File: src/rtl/qpd_pkg.sv
// Shared definitions for the quadrant-photodiode normaliser: FSM encoding,
// default geometry and the constants derived from it.
package qpd_pkg;

    // Sequencer states: wait for a sample, run the dividers, publish the result.
    typedef enum logic [1:0] {
        ST_IDLE   = 2'd0,
        ST_DIVIDE = 2'd1,
        ST_OUTPUT = 2'd2
    } qpd_state_t;

    localparam int DEF_IN_BITS  = 16;
    localparam int DEF_IN_FRAC  = 15;
    localparam int DEF_OUT_BITS = 16;
    localparam int DEF_OUT_FRAC = 15;

    // Largest representable magnitude of a clipped ratio (just below 1.0).
    localparam int SAT_MAG    = (1 << DEF_OUT_FRAC) - 1;
    // Width of the iteration counter for the default fractional size.
    localparam int ITER_CNT_W = $clog2(DEF_OUT_FRAC + 1);

    // Iteration-counter width for an arbitrary fractional size.
    function automatic int iter_cnt_w(input int frac_bits);
        return $clog2(frac_bits + 1);
    endfunction

endpackage

File: src/rtl/qpd_normalizer_serial_frac_divider.sv
// Restoring bit-serial fractional divider: |num| / den with one quotient bit
// per step, MSB first, sign applied to the finished quotient.
module serial_frac_divider #(
    parameter int IN_W  = 16,
    parameter int OUT_W = 16,
    parameter int FRAC  = 15
) (
    input  logic             clk,
    input  logic             reset,
    input  logic             start_i,
    input  logic             step_i,
    input  logic [IN_W:0]    mag_i,
    input  logic             neg_i,
    input  logic [IN_W-1:0]  den_i,
    output logic [OUT_W-1:0] quot_o
);

    logic [IN_W:0]    rem_q, rem_d;
    logic [FRAC-1:0]  quo_q, quo_d;
    logic             neg_q, neg_d;
    logic [IN_W+1:0]  shifted_s;
    logic [IN_W+1:0]  den_ext_s;
    logic [IN_W+1:0]  diff_s;
    logic [OUT_W-1:0] mag_ext_s;

    // Load on start, otherwise perform one shift/compare/subtract per step.
    always_comb begin
        rem_d     = rem_q;
        quo_d     = quo_q;
        neg_d     = neg_q;
        shifted_s = {rem_q, 1'b0};
        den_ext_s = {2'b00, den_i};
        diff_s    = shifted_s - den_ext_s;
        if (start_i) begin
            rem_d = mag_i;
            quo_d = '0;
            neg_d = neg_i;
        end else if (step_i) begin
            if (shifted_s >= den_ext_s) begin
                rem_d = diff_s[IN_W:0];
                quo_d = {quo_q[FRAC-2:0], 1'b1};
            end else begin
                rem_d = shifted_s[IN_W:0];
                quo_d = {quo_q[FRAC-2:0], 1'b0};
            end
        end else begin
            rem_d = rem_q;
        end
    end

    // Divider working registers.
    always_ff @(posedge clk or posedge reset) begin
        if (reset) begin
            rem_q <= '0;
            quo_q <= '0;
            neg_q <= 1'b0;
        end else begin
            rem_q <= rem_d;
            quo_q <= quo_d;
            neg_q <= neg_d;
        end
    end

    // Zero-extend the magnitude and negate it for a negative numerator.
    always_comb begin
        mag_ext_s = OUT_W'(quo_q);
        if (neg_q) begin
            quot_o = -mag_ext_s;
        end else begin
            quot_o = mag_ext_s;
        end
    end

endmodule

File: src/rtl/qpd_normalizer.sv
// Normalises QPD difference signals by the total intensity: x = XDIFF/SUM,
// y = YDIFF/SUM, with low-light and saturation guards and fixed latency.
module qpd_normalizer
    import qpd_pkg::*;
#(
    parameter int inputBitSize   = DEF_IN_BITS,
    parameter int inputFracSize  = DEF_IN_FRAC,
    parameter int outputBitSize  = DEF_OUT_BITS,
    parameter int outputFracSize = DEF_OUT_FRAC
) (
    input  logic                     clk,
    input  logic                     reset,
    input  logic [inputBitSize-1:0]  XDIFF,
    input  logic [inputBitSize-1:0]  YDIFF,
    input  logic [inputBitSize-1:0]  SUM,
    input  logic                     in_valid,
    output logic                     in_ready,
    input  logic [inputBitSize-1:0]  min_sum,
    output logic [outputBitSize-1:0] x,
    output logic [outputBitSize-1:0] y,
    output logic [inputBitSize-1:0]  sum_out,
    output logic                     out_valid,
    output logic                     low_light,
    output logic [1:0]               saturated
);

    localparam int CNT_W = iter_cnt_w(outputFracSize);
    localparam logic [CNT_W-1:0] LAST_ITER = CNT_W'(outputFracSize - 1);
    localparam logic [outputBitSize-1:0] SAT_VAL =
        outputBitSize'((1 << outputFracSize) - 1);

    // Reject geometries where the result cannot hold its fraction, or the
    // input fraction exceeds the magnitude bits of a signed word.
    generate
        if ((outputBitSize < outputFracSize + 1) ||
            (inputFracSize > inputBitSize - 1)) begin : g_param_check
            $error("qpd_normalizer: unsupported parameter combination");
        end
    endgenerate

    qpd_state_t              state_q, state_d;
    logic [CNT_W-1:0]        iter_q, iter_d;
    logic                    accept_s;
    logic                    step_s;

    logic [inputBitSize:0]   xmag_s, ymag_s;
    logic                    low_s, xsat_s, ysat_s;

    logic [inputBitSize-1:0] sum_cap_q;
    logic                    low_cap_q;
    logic [1:0]              sat_cap_q;
    logic                    xneg_cap_q, yneg_cap_q;

    logic [outputBitSize-1:0] quot_x_s, quot_y_s;
    logic [outputBitSize-1:0] x_res_s, y_res_s;

    logic [outputBitSize-1:0] x_q, y_q;
    logic [inputBitSize-1:0]  sum_out_q;
    logic                     out_valid_q, low_light_q, in_ready_q;
    logic [1:0]               saturated_q;

    assign accept_s = (state_q == ST_IDLE) && in_valid;
    assign step_s   = (state_q == ST_DIVIDE);

    // Magnitudes at one extra bit so the most-negative code stays exact,
    // plus the guard decisions taken on the sample being accepted.
    always_comb begin
        if (XDIFF[inputBitSize-1]) begin
            xmag_s = ~{1'b1, XDIFF} + {{inputBitSize{1'b0}}, 1'b1};
        end else begin
            xmag_s = {1'b0, XDIFF};
        end
        if (YDIFF[inputBitSize-1]) begin
            ymag_s = ~{1'b1, YDIFF} + {{inputBitSize{1'b0}}, 1'b1};
        end else begin
            ymag_s = {1'b0, YDIFF};
        end
        low_s  = ($signed(SUM) <= $signed(min_sum)) ||
                 ($signed(SUM) <= $signed({inputBitSize{1'b0}}));
        xsat_s = (xmag_s >= {1'b0, SUM});
        ysat_s = (ymag_s >= {1'b0, SUM});
    end

    // Sequencer next state and iteration counting.
    always_comb begin
        state_d = state_q;
        iter_d  = iter_q;
        case (state_q)
            ST_IDLE: begin
                if (in_valid) begin
                    state_d = ST_DIVIDE;
                    iter_d  = '0;
                end else begin
                    state_d = ST_IDLE;
                end
            end
            ST_DIVIDE: begin
                iter_d = iter_q + {{(CNT_W-1){1'b0}}, 1'b1};
                if (iter_q == LAST_ITER) begin
                    state_d = ST_OUTPUT;
                end else begin
                    state_d = ST_DIVIDE;
                end
            end
            ST_OUTPUT: begin
                state_d = ST_IDLE;
            end
            default: begin
                state_d = ST_IDLE;
                iter_d  = '0;
            end
        endcase
    end

    // Sequencer state register.
    always_ff @(posedge clk or posedge reset) begin
        if (reset) begin
            state_q <= ST_IDLE;
            iter_q  <= '0;
        end else begin
            state_q <= state_d;
            iter_q  <= iter_d;
        end
    end

    // Capture SUM and the guard decisions alongside the accepted sample.
    always_ff @(posedge clk or posedge reset) begin
        if (reset) begin
            sum_cap_q  <= '0;
            low_cap_q  <= 1'b0;
            sat_cap_q  <= 2'b00;
            xneg_cap_q <= 1'b0;
            yneg_cap_q <= 1'b0;
        end else if (accept_s) begin
            sum_cap_q  <= SUM;
            low_cap_q  <= low_s;
            sat_cap_q  <= low_s ? 2'b00 : {ysat_s, xsat_s};
            xneg_cap_q <= XDIFF[inputBitSize-1];
            yneg_cap_q <= YDIFF[inputBitSize-1];
        end else begin
            sum_cap_q  <= sum_cap_q;
        end
    end

    serial_frac_divider #(
        .IN_W  (inputBitSize),
        .OUT_W (outputBitSize),
        .FRAC  (outputFracSize)
    ) u_div_x (
        .clk     (clk),
        .reset   (reset),
        .start_i (accept_s),
        .step_i  (step_s),
        .mag_i   (xmag_s),
        .neg_i   (XDIFF[inputBitSize-1]),
        .den_i   (sum_cap_q),
        .quot_o  (quot_x_s)
    );

    serial_frac_divider #(
        .IN_W  (inputBitSize),
        .OUT_W (outputBitSize),
        .FRAC  (outputFracSize)
    ) u_div_y (
        .clk     (clk),
        .reset   (reset),
        .start_i (accept_s),
        .step_i  (step_s),
        .mag_i   (ymag_s),
        .neg_i   (YDIFF[inputBitSize-1]),
        .den_i   (sum_cap_q),
        .quot_o  (quot_y_s)
    );

    // Apply the guards: low light forces zero, saturation forces +/- full scale.
    always_comb begin
        if (low_cap_q) begin
            x_res_s = '0;
        end else if (sat_cap_q[0]) begin
            x_res_s = xneg_cap_q ? -SAT_VAL : SAT_VAL;
        end else begin
            x_res_s = quot_x_s;
        end
        if (low_cap_q) begin
            y_res_s = '0;
        end else if (sat_cap_q[1]) begin
            y_res_s = yneg_cap_q ? -SAT_VAL : SAT_VAL;
        end else begin
            y_res_s = quot_y_s;
        end
    end

    // Output registers: results update in OUTPUT and hold; only out_valid pulses.
    always_ff @(posedge clk or posedge reset) begin
        if (reset) begin
            x_q         <= '0;
            y_q         <= '0;
            sum_out_q   <= '0;
            low_light_q <= 1'b0;
            saturated_q <= 2'b00;
            out_valid_q <= 1'b0;
            in_ready_q  <= 1'b1;
        end else begin
            out_valid_q <= (state_q == ST_OUTPUT);
            in_ready_q  <= (state_d == ST_IDLE);
            if (state_q == ST_OUTPUT) begin
                x_q         <= x_res_s;
                y_q         <= y_res_s;
                sum_out_q   <= sum_cap_q;
                low_light_q <= low_cap_q;
                saturated_q <= sat_cap_q;
            end else begin
                x_q         <= x_q;
            end
        end
    end

    assign x         = x_q;
    assign y         = y_q;
    assign sum_out   = sum_out_q;
    assign low_light = low_light_q;
    assign saturated = saturated_q;
    assign out_valid = out_valid_q;
    assign in_ready  = in_ready_q;

endmodule
File: config.mk
export PLATFORM = sky130hd
export DESIGN_NAME = qpd_normalizer
export DESIGN_NICKNAME = d
export VERILOG_FILES = /design/src/rtl/qpd_pkg.sv /design/src/rtl/qpd_normalizer_serial_frac_divider.sv /design/src/rtl/qpd_normalizer.sv
export SDC_FILE = /design/constraint.sdc
export NUM_CORES = 1
export LEC_CHECK = 0
export BUFFER_PORTS_ARGS = -buffer_cell sky130_fd_sc_hd__buf_2
export CORE_AREA = 2 2 151 153
export CTS_BUF_LIST = sky130_fd_sc_hd__clkbuf_4 sky130_fd_sc_hd__clkbuf_8
export CTS_CLUSTER_DIAMETER = 60
export DETAILED_ROUTE_END_ITERATION = 10
export DIE_AREA = 0 0 153 155
export PLACE_DENSITY_LB_ADDON = 0.3
export SYNTH_ARGS = -nofsm -noshare
export SYNTH_HDL_FRONTEND = slang
export SYNTH_SLANG_ARGS = --single-unit
File: constraint.sdc
create_clock -name clk -period 5 [get_ports clk]
set_clock_uncertainty 0.15 [all_clocks]
set_input_delay 1 -clock clk [delete_from_list [all_inputs] [get_ports clk]]
set_output_delay 1 -clock clk [all_outputs]
set_load 0.005 [all_outputs]
==> results of run 1 <==
path summary, 6_finish.rpt:
check,start,endpoint,slack (ps),cells past startpoint
setup / recovery,XDIFF[5],sat_cap_q[0],1130,11
hold / removal,x[13],x[13],330,2
setup reg to reg,sum_cap_q[7],u_div_y.rem_q[2],1520,11
hold reg to reg,x[13],x[13],330,2
max in group asynchronous,reset,x[4],3710,3
min in group asynchronous,reset,u_div_x.quo_q[11],540,3
where the power goes:
group,internal [W],total [W],switching [W]
clock,0.000469,0.000939,0.000471
combinational,0.00191,0.00445,0.00254
sequential,0.00167,0.00214,0.000469
total,0.00405,0.00753,0.00348
cells in the mapped netlist (20+ instances only):
cell        n  area (um2)
a21oi_1    45       225.2
a22o_1     28       245.2
a22oi_1    27       202.7
clkbuf_1   46       172.7
dfrtp_1   143        3578
ha_1       86        1076
inv_1      74       277.8
nand2_1   114       427.9
nor2_1     67       251.5
o21ai_0   142       710.7
o31ai_1    20       150.1
xnor2_1    41       359.1
state kept, by name, summed over array words and instances (netlist names), 15 cells and up:
register and count:
u_div_y.rem_q 17, y 16, sum_out 16, u_div_x.quo_q 15, sum_cap_q 16, u_div_x.rem_q 17
x 16, u_div_y.quo_q 15
cells in the final DEF (no fill, tap or decap), types with 11 or more instances in the layout:
cell type    n
a21o_1      15
a21oi_1     45
a221oi_1    16
a22o_1      28
a22oi_1     27
buf_2      119
clkbuf_8    18
dfrtp_1    143
ha_1        86
inv_1       72
mux2i_1     18
nand2_1    114
nand2b_1    14
nand3_1     14
nor2_1      66
nor2b_1     13
nor3_1      18
o21a_1      11
o21ai_0    142
o22ai_1     12
o31ai_1     20
or3_1       12
xnor2_1     41
xor2_1      13
metal layers:
| metal | share of wire (%) | global-route usage, % | wire length, um |
|---|---|---|---|
| met2 | 44 | 35.70 | 11780 |
| met4 | 2.2 | 6.966 | 588 |
| met1 | 47 | 31.89 | 12510 |
| met3 | 6.8 | 3.370 | 1828 |
| met5 | 0 | 0 | 0 |
area by class of cell:
cell class / instances / area (um2)
Tap cell: 285 / 356.6
Timing Repair Buffer: 130 / 690.7
Clock buffer: 20 / 262.8
Fill cell: 2101 / 11210
Inverter: 74 / 281.5
Multi-Input combinational cell: 835 / 5679
Antenna cell: 1 / 2.502
Clock inverter: 12 / 135.1
Sequential cell: 144 / 3605
stage by stage:
step / cell area [um2] / std cells / power (W)
2_1_floorplan: 9749 / 1104 / 0.005401
3_3_place_gp: 10610 / 1468 / 0.006447
3_5_place_dp: 10610 / 1468 / 0.006535
4_1_cts: 11010 / 1500 / 0.007506
5_1_grt: 11010 / 1500 / 0.008224
6_report: 11010 / 1501 / 0.007532
critical path, stage by stage:
cell       delay, ps
buf_2            110
or4_1            530
or2_4            260
or4_4            420
or3_4            370
o31ai_4          180
xnor2_1          180
ha_1             280
a2111oi_0        380
o211ai_1         150
a22o_1           190
cells by family after synthesis:
| kind of cell | Yosys count |
|---|---|
| AO/OA/AOI/OAI | 371 |
| XOR/XNOR | 54 |
| adder cells (fa/ha/maj) | 88 |
| buffers and inverters | 125 |
| flip-flops | 144 |
| multiplexers | 19 |
| AND/OR/NAND/NOR | 303 |
==> impl_metrics.ini, run 1 <==
[final_layout]
utilization_pct = 49.55
drive_above_1_share_pct = 15.31
area_delta_synth_final_pct = 13.01
final_nets = 1357

[grt]
grt_pass1_vias = 8015
grt.total_usage_pct = 22.49
grt_remaining_overflow = 0
grt_pass1_wl_mm = 42.86
antenna_found_initial = 1
grt_max_degree = 100

[worst_setup_path]
endpoint_kind = register
cp_data_arrival_time_ps = 4070
worstSetupPathType = input pin to register
worst_ep_required_time_ps = 5200
startpoint_type = input pin
crit_fanout = 4

[synthesis]
yosysSeqAreaShare_pct = 36.99
synthMuxAreaShare_pct = 1.964
async_flop_share_pct = 100.0
synth_xor_area_share_pct = 4.853
netlist_instances = 1104
avgSynthCellArea_um2 = 8.828
ys_types = 71
synth_top_family_by_area = compound AO/OA/AOI/OAI gates
synthAdderAreaFrac_pct = 11.45
syn_area_um2 = 9746
synth_edf_count = 0
yosysWarnings = 0
ys.flop_type = dfrtp_1
ys_seq_elements = 144
synth_nets = 1259
synth_simple_gate_area_share_pct = 14.93
synth_compound_area_share_pct = 24.89

[timing]
maxSlewHeadroom_pct = 41.18
final_max_slew_viol_count = 0
setup_viol = 0
holdWs_ps = 325.8
grt_setup_unrepaired = no
setup_tns_ps = 0
period_share_pct = 77.36
hold_viol_final = 0
period_minus_slack_ps = 3868
fin_ws_ps = 1132
fmax_mhz = 258.5
worstMarginPinSlew_ps = 880.5

[power_and_ir_drop]
p_per_area_nw_per_um2 = 683.9
vdd_drop_max_mv = 0.2390
cellLeakagePower_nw = 5.120

[floorplanning]
dieArea_um2 = 23720
fp.dieW_um = 153
core_area_um2 = 22230
start_util_pct = 43.84
fp-row-count = 55
ios = 120
die_h_um = 155

[clocking]
numCtsBuffers = 17
cts_tree = built
clkSinkCount = 144
cts_resized = 0
cts_htree_levels = 4
clock_path_buffers = 2
insertion_delay_ps = 460
hold_buffers = 0
cts_setup_buffers = 0
cts.root.buffer_cell = clkbuf_8
clk_transition_reported_paths_ps = 90

[routing]
vias_per_cell = 5.787
firstDrtPassIters = 6
drc = 0
ant_nets = 0
vias = 8687
wl_mm = 26.71
drtIter0Drc = 747
post_drt_wl_per_cell_um = 17.79

[min_path]
hp-class = register to register

[placed_design]
preCtsSetupSlack_ps = 619.2
hpwlAfterDp_mm = 19.93
port_buffers = 119
place_congestion = 0.9292

[run_status]
outcome = complete, no violations

[flow_run]
max_cap_viol_count = 0
Power figures use the tool's default switching activity.
==> run 2: changes to the inputs <==
--- a/config.mk
+++ b/config.mk
@@ -5,12 +5,13 @@
 export SDC_FILE = /design/constraint.sdc
 export NUM_CORES = 1
 export LEC_CHECK = 0
+export ABC_AREA = 1
 export BUFFER_PORTS_ARGS = -buffer_cell sky130_fd_sc_hd__buf_2
-export CORE_AREA = 2 2 151 153
+export CORE_AREA = 2 2 158 160
 export CTS_BUF_LIST = sky130_fd_sc_hd__clkbuf_4 sky130_fd_sc_hd__clkbuf_8
 export CTS_CLUSTER_DIAMETER = 60
 export DETAILED_ROUTE_END_ITERATION = 10
-export DIE_AREA = 0 0 153 155
+export DIE_AREA = 0 0 160 162
 export PLACE_DENSITY_LB_ADDON = 0.3
 export SYNTH_ARGS = -nofsm -noshare
 export SYNTH_HDL_FRONTEND = slang
==> constraint.sdc (replaced) <==
create_clock -name clk -period 3.2 [get_ports clk]
set_clock_uncertainty 0.15 [all_clocks]
set_input_delay 0.64 -clock clk [delete_from_list [all_inputs] [get_ports clk]]
set_output_delay 0.64 -clock clk [all_outputs]
set_load 0.005 [all_outputs]
==> run 2 against run 1 <==
  * Worst setup slack lost 530 ps
  * Synthesized area increased by 11%
  * Non-clock buffer count up 7
  * Largest power group unchanged
  * Die area up 9.3%
  * Critical path depth fell by 2
  * Register-to-register slack lost 910 ps
==> impl_metrics.ini, run 2 <==
[routing]
vias_per_cell = 5.252
vias = 10472
wl_mm = 31.09
firstDrtPassIters = 6
ant_nets = 0
drtIter0Drc = 687
post_drt_wl_per_cell_um = 15.59
drc = 0

[worst_setup_path]
crit_buf_inv = 1
worst_ep_required_time_ps = 3420
crit_fanout = 5
crit-reg2reg-launch = sum_cap_q[13]
path_cells = inv_1 > ha_1 > a21oi_1 > nand2_1 > a21oi_4 > a21boi_0 > nand3b_1 > nand3_1 > nand2_1
startpoint = sum_cap_q[13]
crit_top_cell = nand2_1
cp_data_arrival_time_ps = 2810
startpoint_type = register
worstSetupPathType = register to register
cp_top_family = compound AO/OA/AOI/OAI gates
endpoint_kind = register
worst_path_max_delay_cell = a21boi_0
slowest_delay_ps = 440

[flow_run]
max_cap_viol_count = 0

[timing]
setup_viol = 0
hold_viol_final = 0
worstMarginPinSlew_ps = 799.2
grt_setup_unrepaired = no
setup_tns_ps = 0
period_minus_slack_ps = 2593
final_max_slew_viol_count = 0
period_share_pct = 81.04
fmax_mhz = 385.6
maxSlewHeadroom_pct = 46.72

[clocking]
cts_setup_buffers = 0
clkSinkCount = 144
numCtsBuffers = 17
cts_tree = built
clk_transition_reported_paths_ps = 90
cts_resized = 0
clock_path_buffers = 2
insertion_delay_ps = 470
cts_htree_levels = 4
cts.root.buffer_cell = clkbuf_8
hold_buffers = 0

[power_and_ir_drop]
total_power_w = 0.01237
cellLeakagePower_nw = 6.627
p_per_area_nw_per_um2 = 1018
vdd_drop_max_mv = 0.3923

[synthesis]
netlist_instances = 1545
syn_area_um2 = 10800
yosysWarnings = 0
synthTopCellsByArea = dfrtp_1 (33%), nand2_1 (15%), ha_1 (10%)
synth_common_cells = nand2_1 (430), inv_1 (220), dfrtp_1 (143)
yosysSeqAreaShare_pct = 33.39
ys_types = 46
avgSynthCellArea_um2 = 6.987
ys.flop_type = dfrtp_1
post-synth-top-count-cell = nand2_1
yosysTopAreaCellShare_pct = 33.15
synth_edf_count = 0
async_flop_share_pct = 100.0
synth_nets = 1700
ys_seq_elements = 144
synth_top_area_cell = dfrtp_1

[floorplanning]
fp-row-count = 57
dieArea_um2 = 25920
core_area_um2 = 24110
fp.dieW_um = 160
start_util_pct = 44.78
die_h_um = 162
ios = 120

[final_layout]
final_cell_mix = nand2_1 (430), inv_1 (219), dfrtp_1 (143)
multi_input_area_um2 = 6118
insertedDiodeCount = 0
final_common_cell = nand2_1
n_fill_cell = 2472
area_delta_synth_final_pct = 12.59
regArea_um2 = 3605
final_nets = 1813
drive_above_1_share_pct = 12.63
top_regs = u_div_x.rem_q: 17 flops, u_div_y.rem_q: 17 flops

[grt]
grt.total_usage_pct = 24.46
grt_max_degree = 145
grt_pass1_wl_mm = 50.87
grt_remaining_overflow = 0
antenna_found_initial = 0
grt_pass1_vias = 10014

[run_status]
outcome = complete, no violations

[placed_design]
hpwlAfterDp_mm = 23.90
place_congestion = 0.9614
port_buffers = 119

[min_path]
hp-class = input pin to async pin
==> run 2: cell count changes in the layout (fill, tap and decap cells not counted), moves of 29 or more <==
cell / previous run / this run
nand3_1: 14 / 113
nand2_1: 114 / 430
inv_1: 72 / 219
xnor2_1: 41 / 12
nor2_1: 66 / 105
o21ai_0: 142 / 96
nand4_1: 9 / 47
==> run 2: tightest hold or removal path: stages <==
cell and delay [ps]:
buf_2 110, clkinvlp_4 70, buf_12 520
==> run 2: where the power goes <==
group,switching [W],total [W],internal (W)
Clock,0.000784,0.00152,0.000738
Sequential,0.000575,0.00310,0.00252
Combinational,0.00499,0.00775,0.00276
Total,0.00635,0.0124,0.00602
==> run 2: cells by family after synthesis <==
| group | synth area share [%] |
|---|---|
| AO/OA/AOI/OAI | 12.82 |
| XOR/XNOR | 2.840 |
| adder cells (fa/ha/maj) | 10.34 |
| buffers and inverters | 10.00 |
| flip-flops | 33.39 |
| AND/OR/NAND/NOR | 30.61 |
==> run 2: path summary, 6_finish.rpt <==
kind / slack (ps) / cells past startpoint / end
hold / removal: 230 / 3 / x[9]
max in group asynchronous: 2070 / 3 / sum_out[7]
setup reg to reg: 610 / 9 / u_div_y.rem_q[3]
min in group clk: 280 / 3 / sum_cap_q[8]
setup / recovery: 610 / 9 / u_div_y.rem_q[3]
hold reg to reg: 330 / 2 / x[10]
==> run 2: per-stage QoR <==
| stage | util, % | cells | area [um2] | setup slack (ps) | hold WS [ps] |
|---|---|---|---|---|---|
| floorplan | - | 1545 | 10800 | 552.1 | 300.1 |
| global placement | 48.74 | 1963 | 11750 | 255.1 | 306.2 |
| detailed placement | 48.74 | 1963 | 11750 | 181.8 | 309.5 |
| CTS | 50.42 | 1994 | 12150 | 604.6 | 269.3 |
| global route | 50.42 | 1994 | 12150 | 389.6 | 282.2 |
| finish | 50.42 | 1994 | 12150 | 606.8 | 232.9 |
==> run 2: layout make-up <==
type / instances / area share, %
Clock buffer: 19 / 2.100
Tap cell: 324 / 3.335
Clock inverter: 12 / 1.225
Inverter: 233 / 7.227
Sequential cell: 144 / 29.66
Timing Repair Buffer: 137 / 6.115
Multi-Input combinational cell: 1125 / 50.34
==> run 2: per-layer routing <==
layer / routed length (um) / track usage [%] / vias to the layer above
li1: - / - / 5276
met1: 14470 / 33.43 / 4812
met2: 14030 / 40.38 / 336
met3: 1799 / 3.269 / 48
met4: 790 / 7.903 / 0
met5: 0 / 0 / -
==> run 3: changes to the inputs <==
==> constraint.sdc (replaced) <==
create_clock -name clk -period 2.5 [get_ports clk]
set_clock_uncertainty 0.15 [all_clocks]
set_input_delay 0.5 -clock clk [delete_from_list [all_inputs] [get_ports clk]]
set_output_delay 0.5 -clock clk [all_outputs]
set_load 0.005 [all_outputs]
==> run 3 against run 2 <==
  * Sequential share of layout area fell by 1.7 points
  * Largest power group unchanged
  * Sequential power rose by 26%
  * Core utilization rose by 3.0 points
  * Largest cell class unchanged
  * Non-clock buffer count rose by 82
==> impl_metrics.ini, run 3 (synthesis gave the netlist of run 2 again) <==
[worst_setup_path]
worst_ep_required_time_ps = 2740
crit_buf_inv = 2
worst_path_max_delay_cell = dfrtp_1
slowest_delay_ps = 360
worstSetupPathType = register to register
path_cells = inv_1 > ha_1 > nand2_1 > nand2_1 > nand2_1 > nand2_1 > nand2_1 > nand3_2 > nand2_2 > nand3_4 > buf_6 > nand2_1 > nand2_1 > o21ai_1
endpoint_kind = register
crit_top_cell = nand2_1
startpoint_type = register
crit-reg2reg-launch = sum_cap_q[3]
crit_fanout = 17
cp_data_arrival_time_ps = 2590
startpoint = sum_cap_q[3]
cp_top_family = simple AND/OR/NAND/NOR gates

[routing]
drtIter0Drc = 831
firstDrtPassIters = 6
vias = 10777
drc = 0
vias_per_cell = 5.189
post_drt_wl_per_cell_um = 15.26
wl_mm = 31.69
ant_nets = 0

[floorplanning]
ios = 120
fp.dieW_um = 160
start_util_pct = 44.78
core_area_um2 = 24110
die_h_um = 162
dieArea_um2 = 25920
fp-row-count = 57

[power_and_ir_drop]
seq_power_share_pct = 23.8
p_per_area_nw_per_um2 = 1275
cellLeakagePower_nw = 7.053
p_comb_share_pct = 63.4
vdd_drop_max_mv = 0.4743
swShare_pct = 50.07
total_power_w = 0.01641
intPower_w = 0.008194
p_clk_share_pct = 12.8
p_switching_w = 0.008218

[clocking]
clkSinkCount = 144
cts_tree = built
cts_setup_buffers = 0
clk_transition_reported_paths_ps = 90
insertion_delay_ps = 460
clock_path_buffers = 2
cts_htree_levels = 4
cts.root.buffer_cell = clkbuf_8
numCtsBuffers = 17

[grt]
grt_max_degree = 92
grt.total_usage_pct = 24.93
antenna_found_initial = 0
grt_pass1_vias = 10028
grt_pass1_wl_mm = 51.30
grt_remaining_overflow = 0

[final_layout]
area_delta_synth_final_pct = 19.27
n_fill_cell = 2435
final_nets = 1895
final_common_cell = nand2_1
top_regs = u_div_x.rem_q: 17 flops, u_div_y.rem_q: 17 flops
drive_above_1_share_pct = 17.51
utilization_pct = 53.42
instances_no_fill = 2077
insertedDiodeCount = 0
final_cell_mix = nand2_1 (428), inv_1 (215), dfrtp_1 (142)

[timing]
fmax_mhz = 424.9
final_max_slew_viol_count = 0
period_minus_slack_ps = 2354
hold_viol_final = 0
setup_viol = 0
maxSlewHeadroom_pct = 54.93
period_share_pct = 94.14
worstMarginPinSlew_ps = 676.0

[placed_design]
hpwlAfterDp_mm = 25.12
place_congestion = 0.9166
dp.cells = 2044
port_buffers = 119

[min_path]
hp-start = SUM[5]
hp-class = input pin to register

[flow_run]
max_cap_viol_count = 0

[run_status]
outcome = complete, no violations
## run 3: cell types whose count changed in the layout (fill, tap and decap cells not counted), sizes merged
cell	before	now
buf	137	218
bufinv	2	4
clkbuf	19	18
clkinv	5	6
clkinvlp	2	1
dlygate4sd3	0	1
## run 3: layer usage
layer | track usage (%) | up-vias | wire length, um
li1 | - | 5454 | -
met1 | 34.51 | 4900 | 14740
met2 | 39.75 | 359 | 13970
met3 | 3.115 | 64 | 1873
met4 | 10.24 | 0 | 1115
met5 | 0 | - | 0
## run 3: worst min-delay path: stages
cell,delay [ps]
buf_2,110
nand2_1,50
o21ai_0,60
## run 3: final timing paths
check	endpoint	cells after the start	slack [ps]
worst max-delay path	u_div_y.rem_q[10]	14	150
worst min-delay path	sum_cap_q[5]	3	150
worst max register to register	u_div_y.rem_q[10]	14	150
worst min register to register	y[11]	2	330
max in group asynchronous	sum_cap_q[1]	4	1170
min in group asynchronous	x[10]	4	530
## run 3: cell type report
| type | count | area, um2 | share of cell area (%) |
|---|---|---|---|
| Multi-Input combinational cell | 1125 | 6148 | 47.75 |
| Inverter | 233 | 878.3 | 6.821 |
| Clock inverter | 14 | 202.7 | 1.574 |
| Tap cell | 324 | 405.4 | 3.148 |
| Clock buffer | 18 | 241.5 | 1.875 |
| Timing Repair Buffer | 219 | 1394 | 10.83 |
| Sequential cell | 144 | 3606 | 28.01 |
## run 3: what timing repair did
action / CTS / global route
endpoints found under the setup margin: 4 / 27
gates cloned: 0 / 0
endpoints found under the hold margin: 19 / 0
resized for setup: 2 / 13
hold buffers: 1 / 0
pin swaps: 0 / 2
## run 3: power groups by stage
stage                     sequential, W  combinational [W]  clock, W
after floorplan                 0.00372            0.00764         0
after global placement          0.00391             0.0100         0
after detailed placement        0.00392             0.0102         0
after CTS                       0.00388             0.0103   0.00214
after global routing            0.00401             0.0118   0.00224
final                           0.00391             0.0104   0.00211
## run 3: stage by stage
stage	hold WS, ps	setup slack (ps)	cell area (um2)	setup TNS [ps]
after global placement	307.3	-237.5	12390	-451.9
after global routing	154.0	-0.5236	12880	-0.5236
final	154.1	146.4	12880	0
after CTS	139.9	35.21	12850	0
after detailed placement	310.0	-311.3	12390	-640.0
after floorplan	300.1	15.47	10800	0
